[src/rtl/ram_port_arbiter.sv]
// Sequencer for a single-port RAM: clears the array after reset, then arbitrates
// two clients round-robin and steers registered read data back to the issuer.
module ram_port_arbiter #(
    parameter int DATA_WIDTH = 8,
    parameter int ADDR_WIDTH = 6
) (
    input  logic                  clk,
    input  logic                  rst,
    input  logic                  req0_valid,
    input  logic                  req0_we,
    input  logic [ADDR_WIDTH-1:0] req0_addr,
    input  logic [DATA_WIDTH-1:0] req0_wdata,
    output logic                  req0_ready,
    output logic                  rsp0_valid,
    output logic [DATA_WIDTH-1:0] rsp0_rdata,
    input  logic                  req1_valid,
    input  logic                  req1_we,
    input  logic [ADDR_WIDTH-1:0] req1_addr,
    input  logic [DATA_WIDTH-1:0] req1_wdata,
    output logic                  req1_ready,
    output logic                  rsp1_valid,
    output logic [DATA_WIDTH-1:0] rsp1_rdata,
    output logic [DATA_WIDTH-1:0] ram_data,
    output logic [ADDR_WIDTH-1:0] ram_addr,
    output logic                  ram_we,
    input  logic [DATA_WIDTH-1:0] ram_q,
    output logic                  init_done
);

    typedef enum logic {
        INIT,
        ARB
    } state_t;

    state_t                state;
    state_t                state_next;
    logic [ADDR_WIDTH-1:0] init_cnt;
    logic                  last_grant;
    logic                  rd_pending;
    logic                  rd_owner;
    logic                  grant0;
    logic                  grant1;

    always_ff @(posedge clk) begin
        if (rst) begin
            state      <= INIT;
            init_cnt   <= '0;
            last_grant <= 1'b1;
            rd_pending <= 1'b0;
            rd_owner   <= 1'b0;
        end else begin
            state <= state_next;
            if (state == INIT) begin
                init_cnt <= init_cnt + 1'b1;
            end
            if (grant0 || grant1) begin
                last_grant <= grant1;
                rd_owner   <= grant1;
            end
            rd_pending <= (grant0 && !req0_we) || (grant1 && !req1_we);
        end
    end

    // Every output is forced idle while rst is high, even before the state register settles.
    always_comb begin
        state_next = state;
        grant0     = 1'b0;
        grant1     = 1'b0;
        ram_we     = 1'b0;
        ram_addr   = '0;
        ram_data   = '0;
        init_done  = 1'b0;
        if (!rst) begin
            case (state)
                INIT: begin
                    ram_we   = 1'b1;
                    ram_addr = init_cnt;
                    if (init_cnt == '1) begin
                        state_next = ARB;
                    end
                end
                ARB: begin
                    init_done = 1'b1;
                    // On conflict, the client not granted last time wins.
                    grant0 = req0_valid && (!req1_valid || last_grant);
                    grant1 = req1_valid && (!req0_valid || !last_grant);
                    if (grant0) begin
                        ram_we   = req0_we;
                        ram_addr = req0_addr;
                        ram_data = req0_wdata;
                    end else if (grant1) begin
                        ram_we   = req1_we;
                        ram_addr = req1_addr;
                        ram_data = req1_wdata;
                    end
                end
                default: state_next = INIT;
            endcase
        end
    end

    assign req0_ready = grant0;
    assign req1_ready = grant1;

    assign rsp0_valid = !rst && rd_pending && !rd_owner;
    assign rsp1_valid = !rst && rd_pending && rd_owner;
    assign rsp0_rdata = rsp0_valid ? ram_q : '0;
    assign rsp1_rdata = rsp1_valid ? ram_q : '0;

endmodule

[config.mk]
export PLATFORM = sky130hd
export DESIGN_NAME = ram_port_arbiter
export DESIGN_NICKNAME = d
export VERILOG_FILES = /design/src/rtl/ram_port_arbiter.sv
export SDC_FILE = /design/constraint.sdc
export NUM_CORES = 1
export LEC_CHECK = 0
export ABC_AREA = 1
export BUFFER_PORTS_ARGS = -buffer_cell sky130_fd_sc_hd__buf_2
export CORE_ASPECT_RATIO = 1.5
export CORE_MARGIN = 2
export CORE_UTILIZATION = 35
export CTS_BUF_LIST = sky130_fd_sc_hd__clkbuf_4
export DETAILED_ROUTE_END_ITERATION = 10
export PLACE_DENSITY = 0.75
export SLEW_MARGIN = 20
export SYNTH_ARGS = -nofsm -noshare
export SYNTH_HDL_FRONTEND = slang
export SYNTH_SLANG_ARGS = --single-unit
export TNS_END_PERCENT = 5
[constraint.sdc]
create_clock -name clk -period 0.9 [get_ports clk]
set_clock_uncertainty 0.05 [all_clocks]
set_input_delay 0.135 -clock clk [delete_from_list [all_inputs] [get_ports clk]]
set_output_delay 0.135 -clock clk [all_outputs]
set_load 0.03 [all_outputs]
==> key figures <==
Run status
  • Outcome: complete, but fails checks
  • Failing checks: setup timing

Route
  • Final wirelength: 3430 um
  • WL met3: 206 um
  • Wire length on met2: 2028 um
  • Vias/cell: 4.789
  • DRC marker count from the first detailed-route iteration: 12
  • Antenna-violating nets left: 0
  • Drt pass-1 iters: 4
  • Via count: 1360
  • Max Used Layer: met4
  • Avg WL per Cell: 12.08 um
  • Post-route DRC: 0
  • Wire length on met1: 1131 um

Logic synthesis
  • Post-Syn Area: 909.6 um^2
  • Synth cell types: 21
  • Sequential share of the synthesized area: 22.01%
  • Yosys warnings: 0
  • Post-synthesis simple-gate area fraction: 45.39%
  • Post-Synthesis Cells: 163
  • Largest family of logic cells by synthesized area: simple AND/OR/NAND/NOR gates
  • Flops & latches, synth: 10
  • Synth Area in XOR/XNOR: 0%
  • Top cell type's share of synthesized area: 22.01%
  • Post-synthesis mux area share: 0%
  • Top cells by area, synth: dfxtp_1, nand2_1, inv_1
  • Mapped Nets: 206
  • Synth area leader: dfxtp_1
  • Post-synthesis compound-gate area fraction: 13.62%
  • Syn avg cell area: 5.581 um^2
  • Synth Area in Adders: 1.376%

Timing
  • Slew Viols, Final: 0
  • Setup slack after layout: -0.6040 ns
  • RSZ-0062 raised after global routing: true
  • Fin crit share: 167.1%
  • Final Critical Period: 1.504 ns
  • Max Fclk: 664.9 MHz
  • Final setup vio count: 44
  • Worst-margin pin slew: 0.3383 ns
  • Final Hold Vio Count: 0
  • Worst rel slew slack: 77.21%
  • Setup TNS: -18.57 ns

Critical path
  • CP Launch Type: register
  • Crit path kind: reg2out
  • Worst EP arrival: 1.32 ns
  • CP Data Required Time: 0.71 ns
  • Reg2reg end: init_cnt[5]$_SDFFE_PP0N_
  • RR Startpoint: state$_SDFF_PP0_
  • Crit-path max FO: 10
  • FF-to-FF path depth: 7
  • CP endpoint kind: primary output
  • R2R setup slack: -0.19 ns

Final layout
  • Antenna Cells: 0
  • Fillers: 170
  • Net count, final: 304
  • Final instance area: 0.001958 mm^2
  • Area grow syn2layout: 115.3%
  • Share of layout cells above drive strength 1: 65.38%

Global routing
  • Largest net degree at the start of global routing: 12
  • Initial antenna violation count: 0
  • First-pass GRT wire length: 5023 um
  • Overflow left after global routing: 0
  • Vias in the first global route: 1248
  • Overall Global Routing Usage: 22.26%

Clocking
  • Clock root cell: clkbuf_4
  • Num CTS Buffers: 3
  • Worst skew pair latency: 0.26 ns
  • Clock sink count: 10
  • CTS HTree Levels: 1
  • Clock buffer depth: 2
  • Clk slew on worst S/H paths: 0.07 ns
  • CTS tree: yes
  • Post-CTS Repair Setup Buffers: 0
  • Cts hold-fix bufs: 0

Power
  • Worst VDD drop: 733.9 uV
  • Power per cell area: 566.8 mW/mm^2
  • Leakage: 0.001038 uW

Flow run
  • MaxCap Viol Count: 0

Placed design
  • Port-buffer cells: 77
  • Placed cell area: 0.001724 mm^2
  • HPWL Detailed: 2507 um
  • Final Wtd Congestion: 0.7576

Min path
  • Hold path cells: 3
  • Hold Path End: rd_pending$_SDFF_PP0_
  • HP Start: req1_we
  • Type of the worst min-delay path: in2reg

Die
  • Chip width: 45.63 um
  • Die H: 66.44 um
  • Die area: 0.003031 mm^2
  • Core area: 0.002450 mm^2
  • Rows: 22
  • Ports: 78
  • Initial Util: 37.13%
## worst max-delay path: stages (launching register included)
cell and delay, ns:
dfxtp_2 0.35, inv_2 0.06, nand2_2 0.05, nand2_2 0.07, nor2_4 0.11, buf_12 0.14, nand2_2 0.08, nand2_4 0.07
buf_6 0.12
## flip-flops by register name, indices dropped and copies added, names as in the netlist
register / flops
init_cnt: 6
last_grant: 1
rd_owner: 1
rd_pending: 1
state: 1
## logic make-up (layout without fill, tap and decap cells)
logic type               after synthesis  in the layout
buffers and inverters                 35            132
flip-flops                            10             10
AO/OA/AOI/OAI                         22             22
AND/OR/NAND/NOR                       95             95
adder cells (fa/ha/maj)                1              1
## power breakdown
group / switching (uW) / internal (uW) / total [uW] / leakage [uW]
sequential: 12.9 / 454 / 467 / 0.0000831
clock: 158 / 160 / 318 / 0.0000154
combinational: 167 / 158 / 325 / 0.000939
## Yosys cell counts, drive strengths merged
master and instances:
nand2 55, inv 29, nor2 25, nand3 11, o21ai 11, a21oi 10, dfxtp 10, buf 6
nand4 2, a21boi 1, and2 1, ha 1, or2 1
## per-layer routing
layer / GRT usage, % / vias up
met5: 0 / -
met4: 6.985 / 0
met3: 3.279 / 6
met2: 46.48 / 48
met1: 19.54 / 615
li1: - / 691
## worst max-delay path by stage
stage	startpoint	end
after floorplan	rd_owner$_SDFFE_PP0P_	rsp1_rdata[0]
after global placement	state$_SDFF_PP0_	ram_addr[0]
after detailed placement	last_grant$_SDFFE_PP1P_	ram_addr[1]
after CTS	last_grant$_SDFFE_PP1P_	ram_addr[1]
after global routing	last_grant$_SDFFE_PP1P_	ram_data[6]
final	last_grant$_SDFFE_PP1P_	ram_data[6]
## cell type report
class                      count  area, um^2  area share (%)
multi-input combinational    118       832.0           42.49
timing repair buffer          99       745.7           38.08
sequential                    10       210.2           10.73
inverter                      29       113.9           5.815
tap                           24       30.03           1.534
clock buffer                   3       22.52           1.150
clock inverter                 1       3.754          0.1917
## layout by cell type (no fill, tap or decap), types with 2 or more instances in the layout
master,instances
nor2_1,13
a21oi_4,6
nor2_4,11
o21ai_1,3
nand2_1,22
inv_1,24
inv_2,4
a21oi_1,3
clkbuf_4,3
buf_6,20
nand3_1,10
nand2_4,9
buf_2,42
o21ai_0,7
buf_4,34
nand4_1,2
nand2_2,24
dfxtp_2,5
dfxtp_1,4
buf_12,2
## timing repair
action,4_1_cts,5_1_grt
endpoints found under the hold margin,0,0
resized for setup,67,9
pin swaps,2,1
setup endpoints to repair,46,46
## metrics by stage
step	cells	hold WS [ns]	setup WS (ns)	util, %	power [uW]
detailed placement	280	0.3955	-0.3898	70.38	772.2
global placement	280	0.3921	-0.3713	70.38	765.4
global route	284	0.09028	-0.6822	79.93	1187
finish	284	0.09553	-0.6040	79.93	1110
floorplan	163	0.1541	-0.2667	-	614.6
CTS	284	0.09567	-0.6261	79.06	1110
Power figures use the tool's default switching activity.
